==> src/rtl/block_move_ctrl.sv <==
// Block-move motion controller: debounces four active-low keys and applies one bounded step
// per frame to the block origin. Define BLOCK_MOVE_CTRL_WRAP_EN to wrap at the edges instead of clamping.
module block_move_ctrl #(
  parameter int unsigned H_DISP     = 640,
  parameter int unsigned V_DISP     = 480,
  parameter int unsigned BLOCK_SIZE = 40,
  parameter int unsigned STEP       = 2,
  parameter int unsigned DEB_CYCLES = 250000,
  parameter int unsigned X_INIT     = 300,
  parameter int unsigned Y_INIT     = 220
) (
  input  logic       vga_clk,
  input  logic       sys_rst,
  input  logic [3:0] key,
  input  logic       frame_start,
  output logic [9:0] block_x,
  output logic [9:0] block_y,
  output logic [3:0] key_db,
  output logic       moving
);

  localparam int unsigned CntW = $clog2(DEB_CYCLES + 1);
  localparam logic signed [10:0] XMax  = 11'(H_DISP - BLOCK_SIZE);
  localparam logic signed [10:0] YMax  = 11'(V_DISP - BLOCK_SIZE);
  localparam logic signed [10:0] StepS = 11'(STEP);

  typedef enum logic [1:0] {StIdle, StCalc, StCommit} state_e;

  state_e            state_q;
  logic [3:0]        sync1_q, sync2_q;
  logic [CntW-1:0]   cnt_q [4];
  logic [3:0]        dir_q;
  logic signed [10:0] nx_q, ny_q;
  logic [9:0]        bx_d, by_d;

  // Step along one axis; opposing keys cancel.
  function automatic logic signed [10:0] axis_step(input logic [9:0] c, input logic minus,
                                                   input logic plus);
    logic signed [10:0] cs;
    cs = $signed({1'b0, c});
    if (minus && !plus)      return cs - StepS;
    else if (plus && !minus) return cs + StepS;
    else                     return cs;
  endfunction

  function automatic logic [9:0] bound(input logic signed [10:0] v,
                                       input logic signed [10:0] vmax);
`ifdef BLOCK_MOVE_CTRL_WRAP_EN
    if (v < 0)         return vmax[9:0];
    else if (v > vmax) return 10'd0;
    else               return v[9:0];
`else
    if (v < 0)         return 10'd0;
    else if (v > vmax) return vmax[9:0];
    else               return v[9:0];
`endif
  endfunction

  always_comb begin
    bx_d = bound(nx_q, XMax);
    by_d = bound(ny_q, YMax);
  end

  // Key synchronizer and per-bit debounce.
  always_ff @(posedge vga_clk) begin
    if (sys_rst) begin
      sync1_q <= '0;
      sync2_q <= '0;
      key_db  <= '0;
      for (int i = 0; i < 4; i++) cnt_q[i] <= '0;
    end else begin
      sync1_q <= ~key;
      sync2_q <= sync1_q;
      for (int i = 0; i < 4; i++) begin
        if (sync2_q[i] == key_db[i]) begin
          cnt_q[i] <= '0;
        end else if (cnt_q[i] == CntW'(DEB_CYCLES - 1)) begin
          key_db[i] <= sync2_q[i];
          cnt_q[i]  <= '0;
        end else begin
          cnt_q[i] <= cnt_q[i] + CntW'(1);
        end
      end
    end
  end

  always_ff @(posedge vga_clk) begin
    if (sys_rst) begin
      state_q <= StIdle;
      dir_q   <= '0;
      nx_q    <= '0;
      ny_q    <= '0;
      block_x <= 10'(X_INIT);
      block_y <= 10'(Y_INIT);
      moving  <= 1'b0;
    end else begin
      unique case (state_q)
        StIdle: begin
          if (frame_start) begin
            dir_q   <= key_db;
            state_q <= StCalc;
          end
        end
        StCalc: begin
          nx_q    <= axis_step(block_x, dir_q[0], dir_q[1]);
          ny_q    <= axis_step(block_y, dir_q[2], dir_q[3]);
          state_q <= StCommit;
        end
        StCommit: begin
          block_x <= bx_d;
          block_y <= by_d;
          moving  <= (bx_d != block_x) || (by_d != block_y);
          state_q <= StIdle;
        end
        default: state_q <= StIdle;
      endcase
    end
  end

endmodule
==> config.mk <==
export PLATFORM = sky130hd
export DESIGN_NAME = block_move_ctrl
export DESIGN_NICKNAME = d
export VERILOG_FILES = /design/src/rtl/block_move_ctrl.sv
export SDC_FILE = /design/constraint.sdc
export NUM_CORES = 1
export LEC_CHECK = 0
export ABC_AREA = 1
export BUFFER_PORTS_ARGS = -buffer_cell sky130_fd_sc_hd__buf_2
export CORE_MARGIN = 2
export CORE_UTILIZATION = 35
export CTS_BUF_LIST = sky130_fd_sc_hd__clkbuf_4
export DETAILED_ROUTE_END_ITERATION = 6
export SLEW_MARGIN = 20
export SYNTH_ARGS = -nofsm -noshare
export SYNTH_HDL_FRONTEND = slang
export SYNTH_SLANG_ARGS = --single-unit
==> constraint.sdc <==
create_clock -name vga_clk -period 1.76 [get_ports vga_clk]
set_input_delay 0.352 -clock vga_clk [delete_from_list [all_inputs] [get_ports vga_clk]]
set_output_delay 0.352 -clock vga_clk [all_outputs]
set_load 0.02 [all_outputs]
=== After elaboration in Yosys (flattened, before gate mapping) ===
Memory sizes are Yosys's and may differ from the RTL's.
Index checks and enable logic that the tools add are counted.

* Register bits after elaboration: 61
* Bits in writable memories: 72
* Input port bits: 7
* Output and inout bits: 25
* Logic and storage cells: 139
* Memories: 1

* Add/sub/neg operators: 8
* $lt $le $gt $ge: 4
* Equality and inequality tests: 13
* Mux-type cells: 68
* Bitwise gates (word level): 17
* Reductions and logical operators: 15

{| class="wikitable"
|+ Memory list
! name !! words !! width !! rd ports !! clocked after Yosys merged registers in !! wr ports !! RTL line !! RTL
|-
| cnt_q || 4 || 18 || 4 || 0 || 4 || 31 || <nowiki>logic [CntW-1:0] cnt_q [4];</nowiki>
|}

{| class="wikitable"
|+ Operator list
! operator !! count
|-
| two-way mux 18 bit || 12
|-
| adder 18 x 1 -> 18 bit, second input constant || 4
|-
| == test 18 bit, second input constant || 4
|-
| two-way mux 1 bit || 46
|-
| two-way mux 11 bit || 4
|-
| two-way mux 10 bit || 4
|-
| adder 10 x 2 -> 11 bit, second input constant || 2
|-
| < comparator 11 x 1 -> 1 bit, second input constant || 2
|-
| subtractor 10 x 2 -> 11 bit, second input constant || 2
|-
| != test 10 bit || 2
|-
| bitwise OR 1 bit || 12
|-
| > comparator 11 x 10 -> 1 bit, second input constant || 1
|-
| > comparator 11 bit, second input constant || 1
|-
| AND reduction 2 bit || 5
|-
| == test 1 bit || 4
|-
| logical AND 1 bit || 4
|-
| logical NOT 1 bit || 4
|-
| inverter 1 bit || 4
|-
| inverter 4 bit || 1
|-
| one-hot mux 2 bit (2 select lines) || 1
|-
| == test 2 x 1 -> 1 bit, second input constant || 1
|-
| == test 2 bit, second input constant || 1
|-
| logical NOT 2 bit || 1
|-
| two-way mux 2 bit || 1
|-
| other kinds (2) || 2
|}

=== Depth between registers and ports, before layout ===
* Depth in word-level cells: 7
* Depth in mapped cells: 14
* Depth with buffers taken out: 14

=== Least setup slack after synthesis ===
No wires, ideal clock.

* Path type: register -> register
* Start: memory cnt_q[3][0] (netlist bit)
* End: memory cnt_q[3][15] (netlist bit) (data pin)
* Library setup time: 0.261 ns
* Arrival time: 1.592 ns
* Data required time: 1.499 ns
* Path slack: -0.093 ns
* Stages on the path, launching flop included: 11
* Buffers on the path: 1
* Period minus slack after synthesis: 1.853 ns
* Path through: edfxtp_1 > ha_1 > nand2_1 > nor2_1 > inv_2 > or2_1 > nor4_2 > nand2_1 > nand2_2 > buf_4 > nor3_1

{| class="wikitable"
|+ RTL lines
! element !! RTL line
|-
| from (decl) || 31
|}

==> flow_summary.yaml <==
logic_synthesis:
  number_of_enable_type_register_cells_in_the_synthesized_netlist: 72
  synth_cell_types: 45
  synthesis.area_um2: 7146
  synth_top_cells_by_area: "sky130_fd_sc_hd__edfxtp_1, sky130_fd_sc_hd__dfxtp_1, sky130_fd_sc_hd__nand2_1, sky130_fd_sc_hd__nor2_1, sky130_fd_sc_hd__inv_1"
  number_of_synthesized_register_bits: 133
  postSynth.topFlopCell: "sky130_fd_sc_hd__edfxtp_1"
  synthesis.yosys.warnings: 0
  post_synth.cell_area_avg_um2: 7.975
  dominant_cell_by_count_in_the_synthesized_netlist: "sky130_fd_sc_hd__nand2_1"
  post_synth_top_area_share: 0.3026
  post_synthesis_instance_total: 896
  synth.yosys.seq_area_share: 0.4735
  synth_common_cells: "sky130_fd_sc_hd__nand2_1, sky130_fd_sc_hd__nor2_1, sky130_fd_sc_hd__inv_1"
  post-synth-top-area-cell: "sky130_fd_sc_hd__edfxtp_1"
  synth_async_sr_flop_share: 0
critical_path:
  r2r_setup_slack_ns: -0.16
  r2r-start: "cnt_q[0][1]$_SDFFCE_PN0P_"
  critical_path_class: "reg -> reg"
  worst-endpoint-arrival_ns: 2.24
  required_ns: 2.08
  worst-path-max-fanout: 6
  end_of_the_worst_register_to_register_path: "cnt_q[0][13]$_SDFFCE_PN0P_"
  endpoint_kind: "flip-flop"
  ff2ff_path_depth: 11
  worstSetupStartpointType: "flip-flop"
power_and_ir_drop:
  power_per_cell_area_nw_per_um2: 654.3
  sequentialPowerShare: 0.540
  net_switching_share_of_the_total_power: 0.2740
  p_comb_frac: 0.123
  power_frac_clock: 0.337
  leakagePower_nw: 4.325
  cell_internal_pwr_mw: 4.750
  power.ir.vdd_worst_v: 0.0003827
  net-switching-power_mw: 1.792
floorplanning:
  die_height_um: 146.9
  die_x_um: 146.9
  starting_density_of_the_core: 0.3554
  io_pins: 32
  fp.dieArea_um2: 21580
  core.rowCount: 52
  design.core.area_um2: 20100
layout:
  area.growth.synth_to_final_pct: 39.92
  net_count_final: 1161
  drive_gt1_frac: 0.3236
  area.sequential_um2: 3390
  layout.filler_cells: 1898
  area_of_the_multi_input_gates_um2: 4116
sta:
  worst_slew_pin_slew_ns: 0.6082
  rsz0062_at_grt: "yes"
  final_period_minus_worst_setup_slack_ns: 1.916
  worst_slew_margin_rel: 0.5908
  slew_viol_final: 0
  timing.clock.skew_ns: 0.02094
  hold_viol_final: 0
  max_freq_mhz: 522.1
  period_share: 1.088
  final.setup.worst_slack_ns: -0.1555
  final_setup_violation_count: 72
  final.hold.worst_slack_ns: 0.2108
min_path:
  worstHoldEndpoint: "state_q[0]$_SDFFE_PP0P_"
  min_from: "frame_start"
  hp-class: "in -> reg"
  min_path_cells: 3
global_routing:
  grt_start_max_net_pins: 36
  first_global_vias: 6240
  global_route.usage.total: 0.1681
  grt.overflow.total: 0
  first_pass_grt_wire_length_um: 29210
  grt_antenna_before_repair: 1
place:
  place.gp.congestion: 0.8795
  port_buffers: 31
  dp_slack_ns: -0.1811
  place.detailed.hpwl_um: 11970
clocking:
  cts_root_buffer: "sky130_fd_sc_hd__clkbuf_4"
  tritoncts: "yes"
  number_of_buffers_inserted_during_clock_tree_synthesis: 17
  cts_sinks: 133
  clk_transition_reported_paths_ns: 0.11
  cts_buffer_depth: 2
  insertion_delay_ns: 0.58
  htree_num_levels: 4
routing:
  via_count: 6689
  drt_iter0_drc: 407
  firstDrtPassIters: 5
  routed_via_density: 4.674
  post_drt_wl_per_cell_um: 12.75
  count_of_antenna_violating_nets_left_after_detailed_routing: 0
  number_of_design_rule_violations_left_after_detail_routing: 0
  drt_wl_total_um: 18250
flow_run:
  max-cap-violations: 0
status:
  violations: "negative setup slack"
  outcome: "finished, violations left"
## final cells by class
cell class,instances,area share
diodes,2,0.0005006
repair buffers,179,0.1424
flip-flops and latches,133,0.3390
well taps,270,0.03379
multi-input cells,699,0.4117
clock buffers,21,0.01577
inverters,116,0.04355
clock inverters,11,0.01326
## logic make-up after synthesis
group / Yosys count / synth area share
simple gates: 431 / 0.2793
xor+xnor: 32 / 0.03922
buf+inv: 138 / 0.07739
fa+ha+maj: 8 / 0.01401
compound gates: 153 / 0.1161
flops: 133 / 0.4735
other cells: 1 / 0.0005248
## repair_timing
item,4_1_cts,5_1_grt
buffers inserted,40,16
hold buffers,4,0
endpoints found under the setup margin,73,83
cloned,4,3
resized for setup,84,81
pin swaps,31,23
endpoints found under the hold margin,4,0
## power by group through the flow
stage / combinational, mW / clock (mW) / sequential [mW]
after global placement: 0.688 / 0 / 3.59
after CTS: 0.765 / 2.26 / 3.53
after floorplan: 0.437 / 0 / 3.60
after detailed placement: 0.696 / 0 / 3.60
final: 0.806 / 2.20 / 3.53
after global routing: 0.906 / 2.38 / 3.56
## worst max-delay path: stages, from the launching register on
cell                       delay (ns)
sky130_fd_sc_hd__edfxtp_1        0.37
sky130_fd_sc_hd__ha_2            0.20
sky130_fd_sc_hd__nand2_2         0.06
sky130_fd_sc_hd__inv_2           0.06
sky130_fd_sc_hd__nand2_2         0.04
sky130_fd_sc_hd__or2_4           0.24
sky130_fd_sc_hd__nor4_4          0.18
sky130_fd_sc_hd__nand2_2         0.13
sky130_fd_sc_hd__nand2_4         0.12
sky130_fd_sc_hd__buf_12          0.12
sky130_fd_sc_hd__buf_12          0.11
sky130_fd_sc_hd__nor3_2          0.04
## through the flow
| stage | total power [mW] | utilization | cells | setup TNS (ns) | cell area, um2 |
|---|---|---|---|---|---|
| 6_report | 6.542 | 0.4973 | 1431 | -6.090 | 9998 |
| 5_1_grt | 6.846 | 0.4973 | 1431 | -14.65 | 9998 |
| 4_1_cts | 6.554 | 0.4846 | 1426 | -8.007 | 9743 |
| 3_5_place_dp | 4.293 | 0.4292 | 1346 | -7.105 | 8630 |
| 3_3_place_gp | 4.280 | 0.4292 | 1346 | -3.286 | 8630 |
| 2_1_floorplan | 4.038 | - | 967 | -1.514 | 7462 |
## cells in the final DEF, fill, tap and decap left out, types with 35 or more instances in the layout
cell type / instances
sky130_fd_sc_hd__edfxtp_1: 72
sky130_fd_sc_hd__a21oi_1: 57
sky130_fd_sc_hd__buf_4: 123
sky130_fd_sc_hd__inv_1: 107
sky130_fd_sc_hd__o21ai_0: 56
sky130_fd_sc_hd__conb_1: 72
sky130_fd_sc_hd__nand2_1: 155
sky130_fd_sc_hd__nor2_2: 35
sky130_fd_sc_hd__dfxtp_1: 56
sky130_fd_sc_hd__nand3_1: 38
sky130_fd_sc_hd__nor2_1: 75
## state kept, by name, indices dropped and copies added, names as in the netlist
| register | count |
|---|---|
| block_x | 10 |
| block_y | 10 |
| cnt_q | 72 |
| dir_q | 4 |
| key_db | 4 |
| moving | 1 |
| nx_q | 11 |
| ny_q | 11 |
| state_q | 2 |
| sync1_q | 4 |
| sync2_q | 4 |
## worst max path at each step
stage / from / endpoint / slack [ns]
3_5_place_dp: cnt_q[3][0]$_SDFFCE_PN0P_ / cnt_q[3][16]$_SDFFCE_PN0P_ / -0.18
2_1_floorplan: cnt_q[2][0]$_SDFFCE_PN0P_ / cnt_q[2][7]$_SDFFCE_PN0P_ / -0.07
3_3_place_gp: cnt_q[2][0]$_SDFFCE_PN0P_ / cnt_q[2][15]$_SDFFCE_PN0P_ / -0.1
4_1_cts: cnt_q[3][0]$_SDFFCE_PN0P_ / cnt_q[3][6]$_SDFFCE_PN0P_ / -0.15
5_1_grt: cnt_q[2][0]$_SDFFCE_PN0P_ / cnt_q[2][16]$_SDFFCE_PN0P_ / -0.32
6_report: cnt_q[0][1]$_SDFFCE_PN0P_ / cnt_q[0][13]$_SDFFCE_PN0P_ / -0.16
## per-layer routing
layer	up-vias	part of all wire	GRT usage	wire length, um
met5	-	0	0	0
met4	0	0.016	0.05291	293
met3	27	0.050	0.03882	904
met2	148	0.49	0.2777	8951
met1	3085	0.44	0.2192	8101
li1	3429	-	-	-
Power figures use the tool's default switching activity.
